File: config.mk
export PLATFORM = sky130hd
export DESIGN_NAME = data_mem_responder
export DESIGN_NICKNAME = d
export VERILOG_FILES = /design/src/rtl/data_mem_responder.sv
export SDC_FILE = /design/constraint.sdc
export NUM_CORES = 2
export LEC_CHECK = 0
export BUFFER_PORTS_ARGS = -buffer_cell sky130_fd_sc_hd__buf_4
export CAP_MARGIN = 20
export CORE_MARGIN = 5
export CORE_UTILIZATION = 60
export DETAILED_ROUTE_END_ITERATION = 10
export PLACE_DENSITY_LB_ADDON = 0.3
export SLEW_MARGIN = 20
export SYNTH_ARGS = -nofsm -noshare
export SYNTH_HDL_FRONTEND = slang
export SYNTH_SLANG_ARGS = --single-unit
File: constraint.sdc
create_clock -name clk -period 2.54 [get_ports clk]
set_input_delay 0.254 -clock clk [delete_from_list [all_inputs] [get_ports clk]]
set_output_delay 0.254 -clock clk [all_outputs]
set_load 0.1 [all_outputs]
File: src/rtl/data_mem_responder.sv
// -----------------------------------------------------------------------------
// data_mem_responder
//
// Responder end of a single-cycle CPU's data-memory port. The 8-bit byte
// address is decoded into word RAM and a small memory-mapped register block
// (LED, synchronised switches, free-running cycle counter, compare timer and
// a status register with write-1-to-clear flags).
//
// Loads are combinational so the CPU sees load data in the same cycle it
// presents the address. Stores commit on the rising clock edge. Every state
// update is gated by clk_enable. The one exception is the switch
// synchroniser, which samples on every clock.
//
// Ports
//   clk                rising-edge system clock
//   rst_n              asynchronous active-low reset
//   clk_enable         CPU step enable, gates all architectural state updates
//   mem_read_address   load byte address (addr[1:0] ignored)
//   mem_read_data      load data, combinational from the address decode
//   mem_write_address  store byte address (addr[1:0] ignored)
//   mem_write_data     store data
//   mem_write_enable   store strobe
//   sw_in              asynchronous switch inputs
//   led_out            LED register contents
//   timer_irq          sticky compare-match flag (STATUS[0])
//   bus_error          sticky unmapped-store flag (STATUS[1])
// -----------------------------------------------------------------------------
module data_mem_responder #(
  parameter int RAM_WORDS = 48,
  parameter int LED_WIDTH = 8,
  parameter int SW_WIDTH  = 8
) (
  input  logic                 clk,
  input  logic                 rst_n,
  input  logic                 clk_enable,
  input  logic [7:0]           mem_read_address,
  output logic [31:0]          mem_read_data,
  input  logic [7:0]           mem_write_address,
  input  logic [31:0]          mem_write_data,
  input  logic                 mem_write_enable,
  input  logic [SW_WIDTH-1:0]  sw_in,
  output logic [LED_WIDTH-1:0] led_out,
  output logic                 timer_irq,
  output logic                 bus_error
);

  // Word indices (byte address / 4) of the register block.
  localparam logic [5:0] IDX_LED      = 6'd48;  // 0xC0
  localparam logic [5:0] IDX_SWITCH   = 6'd49;  // 0xC4
  localparam logic [5:0] IDX_CYCLE    = 6'd50;  // 0xC8
  localparam logic [5:0] IDX_CMP      = 6'd51;  // 0xCC
  localparam logic [5:0] IDX_STATUS   = 6'd52;  // 0xD0
  localparam logic [5:0] IDX_UNMAPPED = 6'd53;  // 0xD4 and above

  localparam int         RAM_AW      = (RAM_WORDS > 1) ? $clog2(RAM_WORDS) : 1;
  localparam logic [6:0] RAM_WORDS_L = 7'(RAM_WORDS);

  // ---------------------------------------------------------------------------
  // State
  // ---------------------------------------------------------------------------
  logic [31:0]          ram_q [RAM_WORDS];
  logic [LED_WIDTH-1:0] led_q,      led_d;
  logic [31:0]          cmp_q,      cmp_d;
  logic [31:0]          cycle_q,    cycle_d;
  logic                 match_q,    match_d;
  logic                 berr_q,     berr_d;
  logic [SW_WIDTH-1:0]  sw_meta_q,  sw_meta_d;
  logic [SW_WIDTH-1:0]  sw_sync_q,  sw_sync_d;

  logic [5:0] rd_idx;
  logic [5:0] wr_idx;
  logic       wr_fire;
  logic       rd_in_ram;
  logic       wr_in_ram;
  logic       ram_we;

  assign rd_idx    = mem_read_address[7:2];
  assign wr_idx    = mem_write_address[7:2];
  assign wr_fire   = mem_write_enable & clk_enable;
  assign rd_in_ram = ({1'b0, rd_idx} < RAM_WORDS_L);
  assign wr_in_ram = ({1'b0, wr_idx} < RAM_WORDS_L);
  // Stores to RAM words beyond RAM_WORDS (but still below 0xC0) fall out
  // here and are dropped without raising bus_error.
  assign ram_we    = wr_fire & wr_in_ram;

  // Byte-lane bits are ignored by the word-aligned decode.
  logic unused_bits;
  assign unused_bits = ^{mem_read_address[1:0], mem_write_address[1:0]};

  // ---------------------------------------------------------------------------
  // Load path: purely combinational, so a read-during-write to the same word
  // returns the pre-edge contents.
  // ---------------------------------------------------------------------------
  always_comb begin
    mem_read_data = '0;
    if (rd_in_ram) begin
      mem_read_data = ram_q[rd_idx[RAM_AW-1:0]];
    end else begin
      case (rd_idx)
        IDX_LED:    mem_read_data = 32'(led_q);
        IDX_SWITCH: mem_read_data = 32'(sw_sync_q);
        IDX_CYCLE:  mem_read_data = cycle_q;
        IDX_CMP:    mem_read_data = cmp_q;
        IDX_STATUS: mem_read_data = {30'd0, berr_q, match_q};
        default:    mem_read_data = '0;
      endcase
    end
  end

  // ---------------------------------------------------------------------------
  // Next-state logic
  // ---------------------------------------------------------------------------
  always_comb begin
    led_d     = led_q;
    cmp_d     = cmp_q;
    cycle_d   = cycle_q;
    match_d   = match_q;
    berr_d    = berr_q;
    sw_meta_d = sw_in;
    sw_sync_d = sw_meta_q;

    if (clk_enable) begin
      cycle_d = cycle_q + 32'd1;
    end

    if (wr_fire) begin
      case (wr_idx)
        IDX_LED: led_d = mem_write_data[LED_WIDTH-1:0];
        IDX_CMP: cmp_d = mem_write_data;
        IDX_STATUS: begin
          if (mem_write_data[0]) match_d = 1'b0;
          if (mem_write_data[1]) berr_d  = 1'b0;
        end
        default: ;
      endcase
    end

    // Set terms come after the clears so a coincident set always wins.
    // The compare uses the pre-edge counter and CMP values.
    if (clk_enable && (cycle_q == cmp_q)) begin
      match_d = 1'b1;
    end
    if (wr_fire && (wr_idx >= IDX_UNMAPPED)) begin
      berr_d = 1'b1;
    end
  end

  // ---------------------------------------------------------------------------
  // Register block (asynchronous reset)
  // ---------------------------------------------------------------------------
  always_ff @(posedge clk or negedge rst_n) begin
    if (!rst_n) begin
      led_q     <= '0;
      cmp_q     <= '0;
      cycle_q   <= '0;
      match_q   <= 1'b0;
      berr_q    <= 1'b0;
      sw_meta_q <= '0;
      sw_sync_q <= '0;
    end else begin
      led_q     <= led_d;
      cmp_q     <= cmp_d;
      cycle_q   <= cycle_d;
      match_q   <= match_d;
      berr_q    <= berr_d;
      sw_meta_q <= sw_meta_d;
      sw_sync_q <= sw_sync_d;
    end
  end

  // ---------------------------------------------------------------------------
  // Word RAM: contents are never reset. A store presented while reset is
  // asserted is discarded so RAM keeps its last committed contents.
  // ---------------------------------------------------------------------------
  always_ff @(posedge clk) begin
    if (ram_we && rst_n) begin
      ram_q[wr_idx[RAM_AW-1:0]] <= mem_write_data;
    end
  end

  assign led_out   = led_q;
  assign timer_irq = match_q;
  assign bus_error = berr_q;

endmodule

# Word-level counts from Yosys, hierarchy flattened
# Memory sizes are Yosys's and may differ from the RTL's.
# Cells that the tools add are included.
[word_totals] mem_bits_rw=1536 output_inout_bits=42 elab_cells=48 n_memories=1 regBits=90 inputBits=60
[classes] order_cmp=3 bitwise=2 n_eq_ne=9 add_sub_neg=1 mux=12 reduce_logical=13
[mem_list] memory="ram_q" depth=48 word_bits=32 read_ports=1 rd_clocked_by_memory_dff=0 wr=1 line_no="61" text="logic [31:0] ram_q [RAM_WORDS];"
[ops] op="$pmux W32 S5" n=1
[ops] op="$eq A6 B6 Y1 const B" n=8
[ops] op="$add A32 B1 Y32 const B" n=1
[ops] op="$eq A32 B32 Y1" n=1
[ops] op="$mux W32" n=1
[ops] op="$lt A6 B6 Y1 const B" n=2
[ops] op="$reduce_bool A2 Y1" n=6
[ops] op="$mux W1" n=10
[ops] op="$ge A6 B6 Y1 const B" n=1
[ops] op="$reduce_and A3 Y1" n=2
[ops] op="$reduce_and A2 Y1" n=2
[ops] op="$logic_and A1 B1 Y1" n=3
[ops] op="$and A1 B1 Y1" n=2

# Depth between registers and ports, before layout
[logic_depth] ltp_word=5 depth_mapped=10 mapped_depth_nobuf=6

# Least setup slack after synthesis
# Ideal clock, no wire load.
[synth_timing] kind="in2out" start="in mem_read_address[3]" end="out mem_read_data[30]" path_buffers=5 path_slack_ps=-2118 t_arrival_ps=4404 t_required_ps=2286 cell_stages=8 path_cell_list="buf_6 -> buf_12 -> buf_6 -> buf_4 -> buf_4 -> mux4_2 -> o21ai_1 -> o41ai_1"
[synth_between] elab_chain_len=3 word_cells_on_any_way=9 classes_between="1 x order compare; 5 x eq/ne; 2 x mux; 1 x memory"
[synth_rtl] element="start, declared" line_no="36" text="input logic [7:0] mem_read_address,"
[synth_rtl] element="branches (longest 2 deep; another with $mem_v2 Z48 W32)"
[synth_rtl] element="$mux W32 *" line_no="96" text="if (rd_in_ram) begin"
[synth_rtl] element="end, declared" line_no="37" text="output logic [31:0] mem_read_data,"
# Every way passes the cells marked *.

# Worst setup path after layout
[layout_timing] start="mem ram_q[6][7]" end="out mem_read_data[7]"
[layout_between] elab_chain_len=2
[layout_rtl] element="start, declared" line_no="61"
[layout_rtl] element="$mem_v2 Z48 W32"
[layout_rtl] element="$mux W32" line_no="96"
# No other way between the ends.

==> summary.md <==
| Metric | Value |
|---|---|
| Status | finished with violations |
| Failing checks | negative setup slack |
| Top FF cell, synth | edfxtp_1 |
| WHS Endpoint | ram_q[40][8] |
| Post-route cell area | 74520 sq um |
| Crit path kind | reg -> out |
| CTS buffer count | 153 |
| TritonRoute pass-1 iters | 8 |
| CTS max path bufs | 3 |
| Vias in the first global route | 34124 |
| Synth-to-layout area growth | 18.35% |
| Sequential power share | 0.529 |
| Slowest CP cell | mux4_2 |
| Cells on Worst Hold Path | 1 |
| Fin. max-slew vios | 0 |
| Max-Cap Viols | 0 |
| DP Area | 68050 sq um |
| Final WS setup | -0.6263 ns |
| Sw Pwr | 12.32 mW |
| Clk Latency, worst-skew pair | 0.75 ns |
| Ports | 102 |
| Critical Path RT | 2.29 ns |
| Detailed Place HPWL | 95990 microns |
| Internal power | 43.77 mW |
| Flop-to-flop setup slack | 0.34 ns |
| Vias per std cell | 7.007 |
| DIE AREA | 111500 sq um |
| Total nets after synthesis | 2926 |
| P_leak | 24.28 nW |
| Placed Cells | 4450 |
| Post-Synth Adder-Cell Area | 0.0001987 |
| WL/cell | 35.15 microns |
| Number of synthesized flops with an enable pin | 1536 |
| CTS HTree Levels | 4 |
| Post-DRT Antenna Nets | 0 |
| DR iter-0 viols | 5116 |
| Worst Setup Start Kind | register |
| Clk root buf | clkbuf_16 |
| First-pass GRT wire length | 240600 microns |
| Vias | 33351 |
| Post-Synth XOR/XNOR Area | 0.008763 |
| # nets final | 3316 |
| TritonCTS Sinks | 1626 |
| Grt ovf | 0 |
| Largest net degree at the start of global routing | 54 |
| Most frequent cells in the layout | edfxtp_1 (1536), mux4_2 (382), buf_4 (238), clkbuf_16 (157), buf_12 (103) |
| CP Cell Sequence | mux4_2 > mux2_4 > o221ai_4 > a311oi_4 > a221o_1 > buf_12 |
| Total wire length | 167300 microns |
| Hold path startpoint | mem_write_data[8] |
| Clk_skew | 0.01480 ns |
| GRT Resource Usage Total | 0.3019 |
| Warning count from the yosys run | 0 |
| Fmax | 315.8 MHz |
| Horiz. Die Dim | 334.0 microns |
| Crit-path max cell delay | 0.49 ns |
| R2r startpoint | cycle_q[2] |
| # setup viols final | 32 |
| Yosys reg bits | 1626 |
| Sw frac | 0.2197 |
| Worst min-delay path category | in -> reg |
| Setup bufs post-CTS | 0 |
| FF-to-FF path depth | 6 |
| Final Wtd Congestion | 0.8682 |
| Mean post-synth cell area | 21.98 sq um |
| Post-route DRC violation count | 0 |
| RSZ-0062 raised after global routing | yes |
| CP endpoint kind | output port |
| Core area | 103900 sq um |
| Fin crit period | 3.166 ns |
| Initial Utilization | 0.6058 |
| FP Rows | 118 |
| Tightest Pin Transition | 0.7969 ns |
| Clk pwr share | 0.396 |
| Async set-reset flop share out of synthesis | 0.05535 |
| Simple-gate share of the synthesized area | 0.02003 |
| Commonest non-fill, non-tap cell in the layout | edfxtp_1 |
| Register area share after synthesis | 0.7682 |
| Initial antenna violation count | 8 |
| Cells after synthesis | 2865 |
| Clk slew on worst S/H paths | 0.06 ns |
| CP Buf/Inv Count | 1 |
| CP delay by family, top | compound AO/OA/AOI/OAI gates |
| Reg-to-reg endpoint | timer_irq |
| Critical Path AT | 2.91 ns |
| Largest family of logic cells by synthesized area | multiplexers |
| Crit share post-route | 1.247 |
| TritonCTS clock tree | built |
| Layout cells sized above 1 | 0.3354 |
| Post-route insts no fill | 4760 |
| Unique cell type count in the Yosys netlist | 64 |
| Post-synthesis mux area share | 0.1620 |
| Chip Height | 334.0 microns |
| Synth Cell Area | 62970 sq um |
| Compound-cell area share of the yosys netlist | 0.02641 |
| Fin. Hold Viols | 0 |
| Combinational fraction of design power | 0.075 |
| Peak supply drop | 0.0007983 V |
| Pwr dens | 752.7 nW/um^2 |
| Worst slew margin | 0.4668 |
| Worst-path maximum fanout | 1 |
| IO Port Bufs | 97 |
metal layers:
layer | part of all wire | routed length [microns] | global-route usage | vias up
met5 | 0.00016 | 27 | 0 | -
met4 | 0.044 | 7428 | 0.1243 | 4
met2 | 0.49 | 81320 | 0.4795 | 2560
met1 | 0.36 | 59420 | 0.4177 | 17448
li1 | - | - | - | 12909
met3 | 0.11 | 19130 | 0.06625 | 430
worst reg2reg max path: stages (launching register included):
cell and delay, ns:
dfrtp_1 0.50, xnor2_1 0.37, nand4_1 0.16, nor4_1 0.26, nand4_1 0.13, o21ai_0 0.16
dlygate4sd3_1 0.56
final cells by class:
type	instances	area, sq um
Multi-Input combinational cell	1072	15140
Clock inverter	77	706.9
Fill cell	5725	29420
Antenna cell	5	12.51
Tap cell	1380	1727
Inverter	8	30.03
Timing Repair Buffer	394	4419
Sequential cell	1626	48380
Clock buffer	198	4113
registers in the layout, indices dropped and copies added (netlist names):
| signal | count |
|---|---|
| bus_error | 1 |
| cmp_q | 32 |
| cycle_q | 32 |
| led_out | 8 |
| ram_q | 1536 |
| sw_meta_q | 8 |
| sw_sync_q | 8 |
| timer_irq | 1 |
Yosys cell counts, types with 30 or more instances:
cell type | n | area share
mux2i_1 | 102 | 0.016
nor2_1 | 76 | 0.0045
mux2_1 | 40 | 0.0072
a22oi_1 | 56 | 0.0067
nand2_1 | 61 | 0.0036
o22ai_1 | 30 | 0.0030
edfxtp_1 | 1536 | 0.73
buf_2 | 70 | 0.0056
dfrtp_1 | 90 | 0.036
xnor2_1 | 37 | 0.0051
mux4_2 | 379 | 0.14
clkbuf_1 | 45 | 0.0027
power by group through the flow:
stage | registers, mW | clock network (mW) | logic [mW]
6_report | 29.7 | 22.2 | 4.18
5_1_grt | 29.7 | 23.7 | 4.35
4_1_cts | 29.7 | 22.4 | 4.08
3_5_place_dp | 30.2 | 0 | 3.71
3_3_place_gp | 30.2 | 0 | 3.62
2_1_floorplan | 30.3 | 0 | 2.14
cells by family after synthesis:
family	after synthesis
adders and majority gates	1
buffers and inverters	167
and+or+nand+nor	255
xor gates and xnor gates	63
muxes	534
AOI/OAI and AO/OA	219
DFF	1626
per-stage QoR:
stage                     setup slack (ns)  hold WS (ns)  utilization  power [mW]  setup TNS (ns)
after floorplan                    -0.2902      -0.04159            -       32.39         -180.25
after global placement             -0.5236        0.3367       0.6547       33.85          -8.503
after detailed placement           -0.5227        0.3403       0.6547       33.96          -9.530
after CTS                          -0.6986      0.002147       0.7138       56.20          -10.40
after global routing               -0.6535       0.02357       0.7169       57.77          -10.86
final                              -0.6263       0.02103       0.7170       56.09          -9.292
timing repair:
item / CTS / global route
setup endpoints to repair: 32 / 32
hold buffers: 37 / 0
gates resized for setup: 188 / 54
endpoints found under the hold margin: 819 / 0
gates cloned: 0 / 0
pin swaps: 33 / 20
worst max-delay path by stage:
stage	to	slack (ns)	from	cells past startpoint
detailed placement	mem_read_data[2]	-0.52	mem_read_address[2]	9
finish	mem_read_data[7]	-0.63	ram_q[6][7]	6
floorplan	ram_q[10][0]	-0.29	mem_write_address[4]	4
CTS	mem_read_data[3]	-0.70	ram_q[23][3]	6
global route	mem_read_data[7]	-0.65	ram_q[6][7]	6
global placement	mem_read_data[2]	-0.52	mem_read_address[2]	9
No activity file was read; power rests on OpenSTA's default activity.
